### src/rtl/dmem_arbiter.sv
// dmem_arbiter: two-master round-robin sequencer in front of a single-port
// data memory (async read, write on posedge). One access in flight at a time.
// Each access takes one IDLE arbitration cycle plus one ACCESS cycle. The ack
// and the registered read data appear in the cycle after ACCESS.
// Optional build macro DMEM_ARB_RANGE_CHK_EN adds the mN_err ports. It also
// adds an alignment/depth check that blocks illegal writes and zeroes read data.
module dmem_arbiter #(
    parameter int ADDR_W      = 32,
    parameter int DATA_W      = 32,
    parameter int DEPTH_WORDS = 64
) (
    input  logic              clk,
    input  logic              rst,
    input  logic              m0_req,
    input  logic              m0_we,
    input  logic [ADDR_W-1:0] m0_addr,
    input  logic [DATA_W-1:0] m0_wd,
    output logic              m0_ack,
    output logic [DATA_W-1:0] m0_rdata,
`ifdef DMEM_ARB_RANGE_CHK_EN
    output logic              m0_err,
`endif
    input  logic              m1_req,
    input  logic              m1_we,
    input  logic [ADDR_W-1:0] m1_addr,
    input  logic [DATA_W-1:0] m1_wd,
    output logic              m1_ack,
    output logic [DATA_W-1:0] m1_rdata,
`ifdef DMEM_ARB_RANGE_CHK_EN
    output logic              m1_err,
`endif
    output logic              mem_we,
    output logic [ADDR_W-1:0] mem_addr,
    output logic [DATA_W-1:0] mem_wd,
    input  logic [DATA_W-1:0] mem_rd,
    output logic              busy
);

    localparam logic [0:0] S_IDLE   = 1'b0;
    localparam logic [0:0] S_ACCESS = 1'b1;

    logic [0:0]        state;
    logic              prio;
    logic              lat_id;
    logic              lat_we;
    logic [ADDR_W-1:0] lat_addr;
    logic [DATA_W-1:0] lat_wd;

    logic              eff0, eff1, winner;
    logic              legal;
    logic [DATA_W-1:0] rd_val;

    // A master whose ack is high this cycle is finishing; it cannot re-win yet,
    // which lets the other master take the slot in the ack cycle.
    assign eff0 = m0_req & ~m0_ack;
    assign eff1 = m1_req & ~m1_ack;

    // Pick the sole requester, or the favoured master when both are asking.
    always_comb begin
        winner = 1'b0;
        if (eff0 && eff1) winner = prio;
        else if (eff1)    winner = 1'b1;
    end

`ifdef DMEM_ARB_RANGE_CHK_EN
    localparam logic [ADDR_W-1:0] DEPTH_LIM = ADDR_W'(DEPTH_WORDS);

    // The access must be word-aligned and must fall inside the memory.
    always_comb begin
        legal = (lat_addr[1:0] == 2'b00) &&
                ({2'b00, lat_addr[ADDR_W-1:2]} < DEPTH_LIM);
    end
`else
    assign legal = 1'b1;
`endif

    assign rd_val   = legal ? mem_rd : '0;
    assign busy     = (state == S_ACCESS);
    assign mem_addr = lat_addr;
    assign mem_wd   = lat_wd;
    // Reset in the ACCESS cycle must not let a half-finished write land.
    assign mem_we   = busy & lat_we & legal & ~rst;

    // Arbitration FSM, payload latch, and registered acknowledge/read data.
    always_ff @(posedge clk) begin
        if (rst) begin
            state    <= S_IDLE;
            prio     <= 1'b0;
            lat_id   <= 1'b0;
            lat_we   <= 1'b0;
            lat_addr <= '0;
            lat_wd   <= '0;
            m0_ack   <= 1'b0;
            m1_ack   <= 1'b0;
            m0_rdata <= '0;
            m1_rdata <= '0;
`ifdef DMEM_ARB_RANGE_CHK_EN
            m0_err   <= 1'b0;
            m1_err   <= 1'b0;
`endif
        end else begin
            m0_ack <= 1'b0;
            m1_ack <= 1'b0;
`ifdef DMEM_ARB_RANGE_CHK_EN
            m0_err <= 1'b0;
            m1_err <= 1'b0;
`endif
            case (state)
                S_IDLE: begin
                    if (eff0 || eff1) begin
                        lat_id   <= winner;
                        lat_we   <= winner ? m1_we   : m0_we;
                        lat_addr <= winner ? m1_addr : m0_addr;
                        lat_wd   <= winner ? m1_wd   : m0_wd;
                        prio     <= ~winner;
                        state    <= S_ACCESS;
                    end
                end
                default: begin
                    if (lat_id) begin
                        m1_ack   <= 1'b1;
                        m1_rdata <= rd_val;
`ifdef DMEM_ARB_RANGE_CHK_EN
                        m1_err   <= ~legal;
`endif
                    end else begin
                        m0_ack   <= 1'b1;
                        m0_rdata <= rd_val;
`ifdef DMEM_ARB_RANGE_CHK_EN
                        m0_err   <= ~legal;
`endif
                    end
                    state <= S_IDLE;
                end
            endcase
        end
    end

endmodule

### config.mk
export PLATFORM = sky130hd
export DESIGN_NAME = dmem_arbiter
export DESIGN_NICKNAME = d
export VERILOG_FILES = /design/src/rtl/dmem_arbiter.sv
export SDC_FILE = /design/constraint.sdc
export NUM_CORES = 1
export LEC_CHECK = 0
export ABC_AREA = 1
export CAP_MARGIN = 15
export CORE_UTILIZATION = 37
export CTS_CLUSTER_DIAMETER = 100
export DETAILED_ROUTE_END_ITERATION = 12
export MAX_ROUTING_LAYER = met4
export PLACE_DENSITY = 0.77
export SYNTH_ARGS = -nofsm -noshare
export SYNTH_HDL_FRONTEND = slang
export SYNTH_SLANG_ARGS = --single-unit
### constraint.sdc
create_clock -name clk -period 1.4 [get_ports clk]
set_clock_uncertainty 0.15 [all_clocks]
set_input_delay 0.21 -clock clk [delete_from_list [all_inputs] [get_ports clk]]
set_output_delay 0.21 -clock clk [all_outputs]
set_load 0.005 [all_outputs]
==> impl_metrics.py <==
metrics = {
    "outcome": {
        "status": "finished with violations",
        "failed_checks": "setup timing",
    },
    "global_route": {
        "grt_max_degree": 60,
        "grt_pass1_vias": 7601,
        "grt_pass1_wl_mm": 41.8,
        "grtUsageTotal_pct": 32.0,
        "grt_overflow": 0,
        "antenna_found_initial": 0,
    },
    "die": {
        "num_io_pins": 298,
        "initial_core_util_pct": 37.9,
        "die_area_um2": 17400,
        "die-width_um": 132,
        "die_y_um": 132,
        "rows": 47,
        "coreArea_um2": 16500,
    },
    "logic_synthesis": {
        "synth_nets": 1108,
        "synth_top_area_cell": "dfxtp_1",
        "syn_area_per_cell_um2": 6.65,
        "yosysWarningCount": 0,
        "synth_area_leaders": "dfxtp_1 43%, nor2_1 16%, nand2_1 12%",
        "synth_top_area_share_pct": 42.9,
        "ys_seq_elements": 134,
        "netlist_instances": 942,
        "syn_area_um2": 6260,
        "synth_cell_types": 20,
        "seq_area_frac_synth_pct": 42.9,
    },
    "routing": {
        "wl_per_cell_um": 21.6,
        "drc": 0,
        "drt-vias-per-instance": 5.38,
        "drt_iter0_drc": 592,
        "vias": 8344,
        "postRouteAntennaNets": 0,
        "dr.pass1.iters": 7,
        "wirelength_mm": 33.5,
    },
    "min_path": {
        "hold_start": "mem_rd[20]",
        "min_to": "m0_rdata[20]",
        "holdPathStages": 3,
        "holdCritPathClass": "in2reg",
    },
    "timing": {
        "slew_headroom_pct": 75.3,
        "finalWorstSetupSlack_ns": -0.356,
        "setup_viol": 143,
        "worstMarginPinSlew_ns": 0.370,
        "final_hold_viol_count": 0,
        "slew_violations": 0,
        "fin_crit_ns": 1.76,
        "grt_setup_unrepaired": "yes",
        "fin_crit_sh_pct": 125,
        "max_freq_ghz": 0.570,
    },
    "final_layout": {
        "multi_input_comb_area_um2": 4310,
        "utilization_pct": 80.4,
        "regArea_um2": 2730,
        "antenna_cells": 0,
        "layout-drive-gt1-share_pct": 37.2,
        "area_growth_pct": 112,
        "final_common_cell": "nor2_1",
        "n_fill_cell": 942,
        "most-common-layout-cells": "182 x nor2_1, 165 x clkdlybuf4s50_1, 144 x nand2_1",
        "design_area_um2": 13300,
        "nNetsFinal": 1485,
    },
    "setup_path": {
        "required_ns": 1.57,
        "r2r-start": "m0_ack",
        "path_class": "reg2reg",
        "r2r_end": "mem_addr[2]",
        "rr_worst_depth": 11,
        "worstPathArrival_ns": 1.93,
        "r2r_setup_slack_ns": -0.36,
        "path_max_fanout": 5,
        "cp-start-kind": "register",
        "critPathCaptureType": "register",
    },
    "clocking": {
        "clockBufferDepth": 2,
        "cts_root_buffer": "clkbuf_16",
        "clk_latency_ns": 0.43,
        "cts_tree": "built",
        "cts_sinks": 134,
        "clkSlewWorstSetupHoldPaths_ns": 0.07,
        "cts_buffers": 17,
        "htree_levels": 4,
    },
    "power": {
        "ir_worst_vdd_v": 0.000871,
        "leakage_nw": 5.98,
        "cellPowerDensity_nw_per_um2": 1030,
    },
    "placement": {
        "place_hpwl_mm": 13.8,
        "numPortBuffers": 297,
        "postPlaceCellArea_um2": 9540,
        "gp_congestion": 0.866,
    },
    "job": {
        "drv_cap": 0,
    },
}
## logic make-up (layout without fill, tap and decap cells)
group                  count (synthesis)  in the layout  share of synthesized area, %
DFF                                  134            134                          42.9
buffers and inverters                143            532                          10.5
AOI/OAI and AO/OA                    132            132                          13.2
and+or+nand+nor                      533            534                          33.5
## per-layer routing
layer	track usage, %	share of wire, %
met5	-	0
met3	8.92	9.9
met2	52.6	48
met4	17.1	6.7
met1	35.1	35
## repair_timing
action	4_1_cts	5_1_grt
pin swaps	72	146
gates resized for setup	350	447
buffers inserted	37	25
endpoints found under the setup margin	236	195
hold buffers	0	0
gates cloned	35	14
## cells in the mapped netlist
| cell type | count |
|---|---|
| a21oi_1 | 2 |
| dfxtp_1 | 134 |
| clkbuf_1 | 24 |
| nand2_1 | 203 |
| o21ai_0 | 60 |
| buf_1 | 1 |
| a21boi_1 | 18 |
| buf_4 | 2 |
| nor2_1 | 261 |
| buf_6 | 10 |
| inv_2 | 4 |
| a21oi_2 | 1 |
| nand2_2 | 1 |
| o21ai_1 | 5 |
| nand3_1 | 66 |
| inv_1 | 71 |
| a21boi_0 | 46 |
| nor2_2 | 1 |
| nand3_2 | 1 |
| buf_2 | 31 |
## registers in the layout (all words and copies together), names as in the netlist
| signal | cells |
|---|---|
| m0_ack | 1 |
| lat_we | 1 |
| busy | 1 |
| m0_rdata | 32 |
| m1_ack | 1 |
| lat_id | 1 |
| m1_rdata | 32 |
| mem_wd | 32 |
| mem_addr | 32 |
| prio | 1 |
## through the flow
| stage | total power [mW] | hold WS, ns | setup TNS [ns] | setup WS (ns) | cells |
|---|---|---|---|---|---|
| after detailed placement | 7.08 | 0.321 | -36.37 | -0.486 | 1425 |
| after global routing | 14.1 | 0.226 | -23.64 | -0.396 | 1552 |
| after floorplan | 5.61 | 0.129 | 0 | 0.0805 | 942 |
| after CTS | 12.7 | 0.215 | -10.61 | -0.206 | 1529 |
| after global placement | 7.04 | 0.310 | -32.90 | -0.459 | 1425 |
| final | 13.6 | 0.221 | -15.83 | -0.356 | 1552 |
## power breakdown
part	switching (mW)	internal (mW)
registers	0.220	4.17
logic	2.20	2.37
clock network	2.11	2.57
## worst max-delay path: stages (launching register included)
cell	delay, ns
dfxtp_2	0.33
inv_2	0.09
nand2_4	0.06
a21oi_4	0.18
buf_12	0.13
buf_12	0.10
buf_12	0.11
buf_16	0.12
buf_6	0.10
nand2_2	0.04
nor2_1	0.18
nor2_1	0.07
## how the worst max path moves through the flow
stage / start / to / cells after the start
finish: m0_ack / mem_addr[2] / 11
global route: m1_ack / mem_wd[1] / 10
CTS: m1_ack / mem_wd[8] / 11
detailed placement: rst / mem_we / 5
global placement: rst / mem_we / 5
floorplan: m0_ack / mem_addr[23] / 8
## area by class of cell
type,instances,share of cell area (%)
Multi-Input combinational cell,666,32.5
Inverter,75,2.45
Sequential cell,134,20.5
Clock buffer,17,3.20
Tap cell,220,2.07
Timing Repair inverter,1,0.226
Clock inverter,15,1.36
Timing Repair Buffer,424,37.7
Power figures use the tool's default switching activity.
